--- config.mk ---
export PLATFORM = sky130hd
export DESIGN_NAME = matrix_max_tracker
export DESIGN_NICKNAME = d
export VERILOG_FILES = /design/src/rtl/matrix_max_tracker.sv
export SDC_FILE = /design/constraint.sdc
export NUM_CORES = 1
export LEC_CHECK = 0
export BUFFER_PORTS_ARGS = -buffer_cell sky130_fd_sc_hd__clkbuf_2
export CAP_MARGIN = 20
export CELL_PAD_IN_SITES_DETAIL_PLACEMENT = 1
export CELL_PAD_IN_SITES_GLOBAL_PLACEMENT = 2
export CORE_MARGIN = 2
export CORE_UTILIZATION = 31
export DETAILED_ROUTE_END_ITERATION = 8
export MAX_ROUTING_LAYER = met4
export PLACE_DENSITY = 0.82
export SLEW_MARGIN = 20
export SYNTH_ARGS = -nofsm -noshare
export SYNTH_HDL_FRONTEND = slang
export SYNTH_SLANG_ARGS = --single-unit
export TNS_END_PERCENT = 50
--- constraint.sdc ---
create_clock -name clk -period 2.4 [get_ports clk]
set_input_delay 0.48 -clock clk [delete_from_list [all_inputs] [get_ports clk]]
set_output_delay 0.48 -clock clk [all_outputs]
set_load 0.005 [all_outputs]
--- src/rtl/matrix_max_tracker.sv ---
// ============================================================================
// Module   : matrix_max_tracker
// Purpose  : Streaming arg-max over one COUNT-element frame with held result
//            handshake. Optional macro MAX_TRACKER_LAST_TIE_EN: ties report
//            the latest index instead of the earliest.
// Revision : 1.0 - initial release
// ============================================================================
`default_nettype none

module matrix_max_tracker #(
   parameter int WIDTH = 4,
   parameter int COUNT = 9,
   parameter int IDX_W = 4
) (
   input  logic             clk,
   input  logic             rst,
   input  logic             clear,
   input  logic             in_valid,
   output logic             in_ready,
   input  logic [WIDTH-1:0] in_data,
   output logic             out_valid,
   input  logic             out_ready,
   output logic [WIDTH-1:0] max_val,
   output logic [IDX_W-1:0] max_idx
);

   typedef enum logic [1:0] {
      S_IDLE = 2'd0,
      S_SCAN = 2'd1,
      S_DONE = 2'd2
   } state_t;

   localparam logic [IDX_W:0] c_cnt_last = (IDX_W+1)'(COUNT - 1);
   localparam logic [IDX_W:0] c_cnt_one  = (IDX_W+1)'(1);
   localparam bit             c_single   = (COUNT == 1);

   state_t           r_state, w_state_nxt;
   logic [IDX_W:0]   r_cnt, w_cnt_nxt;
   logic [WIDTH-1:0] r_max_val, w_max_val_nxt;
   logic [IDX_W-1:0] r_max_idx, w_max_idx_nxt;
   logic             w_accept;
   logic             w_better;

   // Handshake outputs decode registered state only.
   assign in_ready  = (r_state != S_DONE);
   assign out_valid = (r_state == S_DONE);
   assign max_val   = r_max_val;
   assign max_idx   = r_max_idx;

   assign w_accept = in_valid && in_ready;

`ifdef MAX_TRACKER_LAST_TIE_EN
   assign w_better = (in_data >= r_max_val);
`else
   assign w_better = (in_data > r_max_val);
`endif

   always_ff @(posedge clk or posedge rst) begin
      if (rst) begin
         r_state   <= S_IDLE;
         r_cnt     <= '0;
         r_max_val <= '0;
         r_max_idx <= '0;
      end else begin
         r_state   <= w_state_nxt;
         r_cnt     <= w_cnt_nxt;
         r_max_val <= w_max_val_nxt;
         r_max_idx <= w_max_idx_nxt;
      end
   end

   always_comb begin
      w_state_nxt   = r_state;
      w_cnt_nxt     = r_cnt;
      w_max_val_nxt = r_max_val;
      w_max_idx_nxt = r_max_idx;
      // clear wins over both accept and the result handshake.
      if (clear) begin
         w_state_nxt = S_IDLE;
         w_cnt_nxt   = '0;
      end else begin
         case (r_state)
            S_IDLE: begin
               if (w_accept) begin
                  w_max_val_nxt = in_data;
                  w_max_idx_nxt = '0;
                  w_cnt_nxt     = c_cnt_one;
                  w_state_nxt   = c_single ? S_DONE : S_SCAN;
               end
            end
            S_SCAN: begin
               if (w_accept) begin
                  if (w_better) begin
                     w_max_val_nxt = in_data;
                     w_max_idx_nxt = r_cnt[IDX_W-1:0];
                  end
                  w_cnt_nxt = r_cnt + c_cnt_one;
                  if (r_cnt == c_cnt_last) begin
                     w_state_nxt = S_DONE;
                  end
               end
            end
            S_DONE: begin
               if (out_ready) begin
                  w_state_nxt = S_IDLE;
                  w_cnt_nxt   = '0;
               end
            end
            default: begin
               w_state_nxt = S_IDLE;
               w_cnt_nxt   = '0;
            end
         endcase
      end
   end

endmodule

`default_nettype wire

Word-level counts from Yosys, hierarchy flattened:

Cells that the tools add are included.

* flip-flop bits (word level): 15
* bits in latches: 0
* memory bits (writable): 0
* ROM bits: 0
* input bits: 9
* output and inout port bits: 10
* memories kept: 0

* $add $sub $neg: 1
* $mul: 0
* divide/modulo/power cells: 0
* magnitude comparators: 1
* equality and inequality tests: 11
* shift operators: 0
* muxes and demuxes: 19
* bitwise operators: 1
* reductions and logical operators: 6

Operator list (number)
* 4-bit two-way mux: 6
* 5-bit two-way mux: 4
* 4-bit case mux with 2 select lines: 2
* 5-bit case mux with 3 select lines: 1
* 2-bit two-way mux: 5
* 3-bit != test (second input constant): 3
* 2-bit != test (second input constant): 4
* 2-bit case mux with 3 select lines: 1
* 5-bit by 1-bit adder with 5-bit output (second input constant): 1
* 5-bit by 4-bit equality test with 1-bit output (second input constant): 1
* 5-bit AND reduction: 1
* 4-bit > comparator: 1
* 4-bit AND reduction: 1
* 3-bit by 2-bit != test with 1-bit output (second input constant): 1
* 3-bit AND reduction: 1
* 2-bit by 1-bit equality test with 1-bit output (second input constant): 1
* 2-bit equality test (second input constant): 1
* 2-bit logical NOT: 1
* 2-bit nonzero test: 1
* 1-bit logical AND: 1
* 1-bit inverter: 1

Longest topological paths before layout:

* depth in word-level cells: 5
* depth in mapped cells: 6

Least setup slack after synthesis:

OpenSTA, ideal clock, no wires.

* path kind: input port to flip-flop
* start point: in in_data[2]
* end point: reg r_max_val[0] (netlist: max_val[0])
* arrival time: 1.744 ns
* required time: 2.275 ns
* setup slack: 0.531 ns
* stages: 5
* cell sequence: ha_1 -> o21ai_0 -> a21oi_1 -> o2111ai_2 -> mux2_2

* cells in the longest elaborated chain, start to end: 3

RTL lines
* from (decl): line 20 `input logic [WIDTH-1:0] in_data,`
* 4-bit > comparator: line 55 `assign w_better = (in_data > r_max_val);`
* 2-bit != test (no line)
* 5-bit AND reduction (no line)
* to (signal assigned): line 67 `r_max_val <= w_max_val_nxt;`
* to (decl): line 39 `logic [WIDTH-1:0] r_max_val, w_max_val_nxt;`

Every way passes these cells.
A chain may end at the register's enable or synchronous reset.

Worst setup path after layout:

* start point: reg r_max_val[2] (netlist: max_val[2])
* end point: reg r_max_val[3] (netlist: max_val[3])

* cells in the longest elaborated chain, start to end: 3

RTL lines (line)
* 4-bit > comparator: 55
* 2-bit != test (no line)
* 5-bit AND reduction (no line)

Every way passes these cells.

==> summary.md <==
| Metric | Value |
|---|---|
| Status | complete, no violations |
| Std-Cell Rows | 19 |
| Min-delay worst type | primary input to asynchronous set/reset pin |
| First-pass GRT wire length | 3.229 mm |
| Number of distinct library cells after synthesis | 22 |
| Initial antenna violation count | 0 |
| Sink Count | 15 |
| Final hold slack | 0.2165 ns |
| TritonCTS clock tree | built |
| Share of total power in combinational logic | 23.1% |
| Number of buffers added to fix hold violations after cts | 0 |
| Layout Utilization | 37.59% |
| Worst path cell trace | inv_1 > ha_1 > o21ai_0 > a21oi_1 > o2111ai_2 > mux2_2 |
| Switching power total | 179.9 µW |
| Simple logic cell fraction of the synthesized area | 18.18% |
| # diodes | 0 |
| Routability congestion estimate | 0.7691 |
| I/O Pins | 19 |
| PwrDens | 580.9 nW/µm² |
| Drt drc | 0 |
| Tcrit/Tclk final | 74.32% |
| Die Wd | 56.47 µm |
| H-tree Lvls | 1 |
| Mapped cell area | 853.3 µm² |
| Fraction of layout cells with a size suffix above 1 | 26.36% |
| Cell family with most CP delay | compound AO/OA/AOI/OAI gates |
| Reg power frac | 50.8% |
| Clk root buf | clkbuf_4 |
| Largest family of logic cells by synthesized area | simple AND/OR/NAND/NOR gates |
| Total setup buffers inserted after CTS | 0 |
| Wirelength per Cell | 12.89 µm |
| Detail Route Antenna Nets | 0 |
| Worst r2r src | max_val[2]$_DFFE_PP0P_ |
| CP Buf/Inv Count | 1 |
| Slowest CP cell | mux2_2 |
| Clock Skew | 0.008759 ns |
| Synth warnings | 0 |
| Total GRT Usage | 13.07% |
| DRT iter0 DRCs | 11 |
| Worst-skew pair later-pin latency | 0.29 ns |
| Leakage Power | 0.5194 nW |
| Core area | 2686 µm² |
| Worst path arrival time | 1.96 ns |
| Fillcell total | 329 |
| Most frequent cells in the layout | clkbuf_2 (18), dfrtp_1 (15), inv_1 (12) |
| Slew Limit Fails | 0 |
| RSZ-0062 raised after global routing | false |
| Max Root-Sink Buffers | 2 |
| Mux contribution to synthesized area | 9.971% |
| Critical path peak fanout | 5 |
| Switching part of the total | 30.67% |
| Number of port buffers | 18 |
| Die Y | 56.47 µm |
| Post-synthesis compound-gate area fraction | 12.90% |
| HPWL Detailed | 1.400 mm |
| Pwr Total | 586.5 µW |
| Clk pin slew, worst setup/hold paths | 0.11 ns |
| Crit path launch | max_val[2]$_DFFE_PP0P_ |
| Die ar. | 3188 µm² |
| Mapped Cells | 88 |
| Worst setup SP type | register |
| Clk network pwr share | 26.1% |
| Critical path class | register to register |
| Post-Synth XOR/XNOR Area | 0% |
| Internal Dissipation | 406.6 µW |
| Fin Setup TNS | 0 ns |
| Minimum clock period | 1.784 ns |
| NumNets Final | 126 |
| Layout area overhead | 18.33% |
| Synth Register Bits | 15 |
| WL final | 1.818 mm |
| Avg Inst Size Synth | 9.697 µm² |
| Mapped Nets | 103 |
| Maxcap violations | 0 |
| Largest net degree at the start of global routing | 16 |
| Final setup viols | 0 |
| Via/cell ratio | 5.064 |
| Tightest Pin Transition | 0.6000 ns |
| Max-slew headroom | 59.96% |
| Adder-cell share of the synthesized area | 8.798% |
| Hold Vio Cnt, Final | 0 |
| Peak supply drop | 0.0002754 V |
| Sequential area share after synthesis | 43.99% |
| PostCTS Resize Cnt | 0 |
| DR vias | 714 |
| Starting density of the core | 31.77% |
| Req. time, crit path | 2.58 ns |
| Fmax | 560.7 MHz |
| TritonCTS Buffers | 3 |
| Vias in the first global route | 710 |
| Drt first pass iters | 4 |
| Most common cell after layout, fill and taps aside | clkbuf_2 |
| Remaining global-route overflow | 0 |
| Crit path largest cell delay | 0.38 ns |
| Worst Setup End Kind | register |
## cell usage after synthesis
cell type	instances	area, µm²
dfrtp_1	15	375.4
nor4bb_1	1	10.01
a31oi_1	4	25.02
a21oi_1	4	20.02
nor2_1	5	18.77
or3b_4	1	11.26
nand4_1	2	12.51
or4b_1	2	20.02
nand3_1	1	5.000
or3_1	1	6.260
nand2_1	9	33.78
o2111ai_2	1	15.01
inv_1	12	45.04
mux2_2	4	45.04
o21ai_0	7	35.03
and3_1	1	6.260
nand2b_1	3	18.77
buf_4	1	7.510
mux2i_1	4	40.04
nor2b_1	2	12.51
o31ai_1	2	15.01
ha_1	6	75.07
## kinds of logic after synthesis
family / Yosys count
and+or+nand+nor: 28
AOI/OAI and AO/OA: 18
DFF: 15
buffers and inverters: 13
muxes: 8
adders and majority gates: 6
## cell type report
cell class              count  area (µm²)  share of cell area [%]
inverters                  12       45.04                   4.461
clock buffers               3       22.52                   2.230
multi-input cells          60       425.4                   42.13
flip-flops and latches     15       375.4                   37.17
repair buffers             19       97.59                   9.665
clock inverters             1       5.005                  0.4957
well taps                  31       38.79                   3.841
## metal layers
| metal | share of wire (%) | vias up | global-route usage (%) |
|---|---|---|---|
| met2 | 48 | 10 | 20.60 |
| met4 | 0 | 0 | 3.061 |
| met1 | 49 | 352 | 17.25 |
| met5 | 0 | - | - |
| li1 | - | 352 | - |
| met3 | 3.5 | 0 | 2.765 |
## worst paths after layout
kind	end	slack (ns)	cells after the start
min in group clk	r_cnt[0]$_DFFE_PP0P_	0.43	2
min reg2reg	r_cnt[4]$_DFFE_PP0P_	0.49	1
max in group asynchronous	r_cnt[1]$_DFFE_PP0P_	1.79	2
max	max_val[3]$_DFFE_PP0P_	0.62	6
max reg2reg	max_val[3]$_DFFE_PP0P_	0.62	6
min	max_val[1]$_DFFE_PP0P_	0.22	2
## power groups by stage
stage | logic, mW | registers (mW) | clock network [mW]
2_1_floorplan | 0.0861 | 0.299 | 0
6_report | 0.135 | 0.298 | 0.153
4_1_cts | 0.139 | 0.299 | 0.163
3_5_place_dp | 0.138 | 0.304 | 0
3_3_place_gp | 0.133 | 0.301 | 0
5_1_grt | 0.154 | 0.303 | 0.176
## state kept, by name (all words and copies together) (netlist names)
| name | count |
|---|---|
| r_cnt | 5 |
| max_val | 4 |
| max_idx | 4 |
| r_state | 2 |
## worst reg2reg max path, cell delays in order, from the launching register on
cell       delay [ns]
dfrtp_1          0.37
inv_1            0.05
ha_1             0.29
o21ai_0          0.17
a21oi_1          0.07
o2111ai_2        0.33
mux2_2           0.38
## metrics by stage
| stage | area, µm² | worst slack (ns) | cells |
|---|---|---|---|
| 6_report | 1010 | 0.6164 | 141 |
| 4_1_cts | 1010 | 0.6115 | 141 |
| 3_3_place_gp | 982.2 | 0.5095 | 137 |
| 3_5_place_dp | 982.2 | 0.4456 | 137 |
| 2_1_floorplan | 853.3 | 0.5312 | 88 |
| 5_1_grt | 1010 | 0.4705 | 141 |
Note: power is estimated with default switching activity, not from simulation.
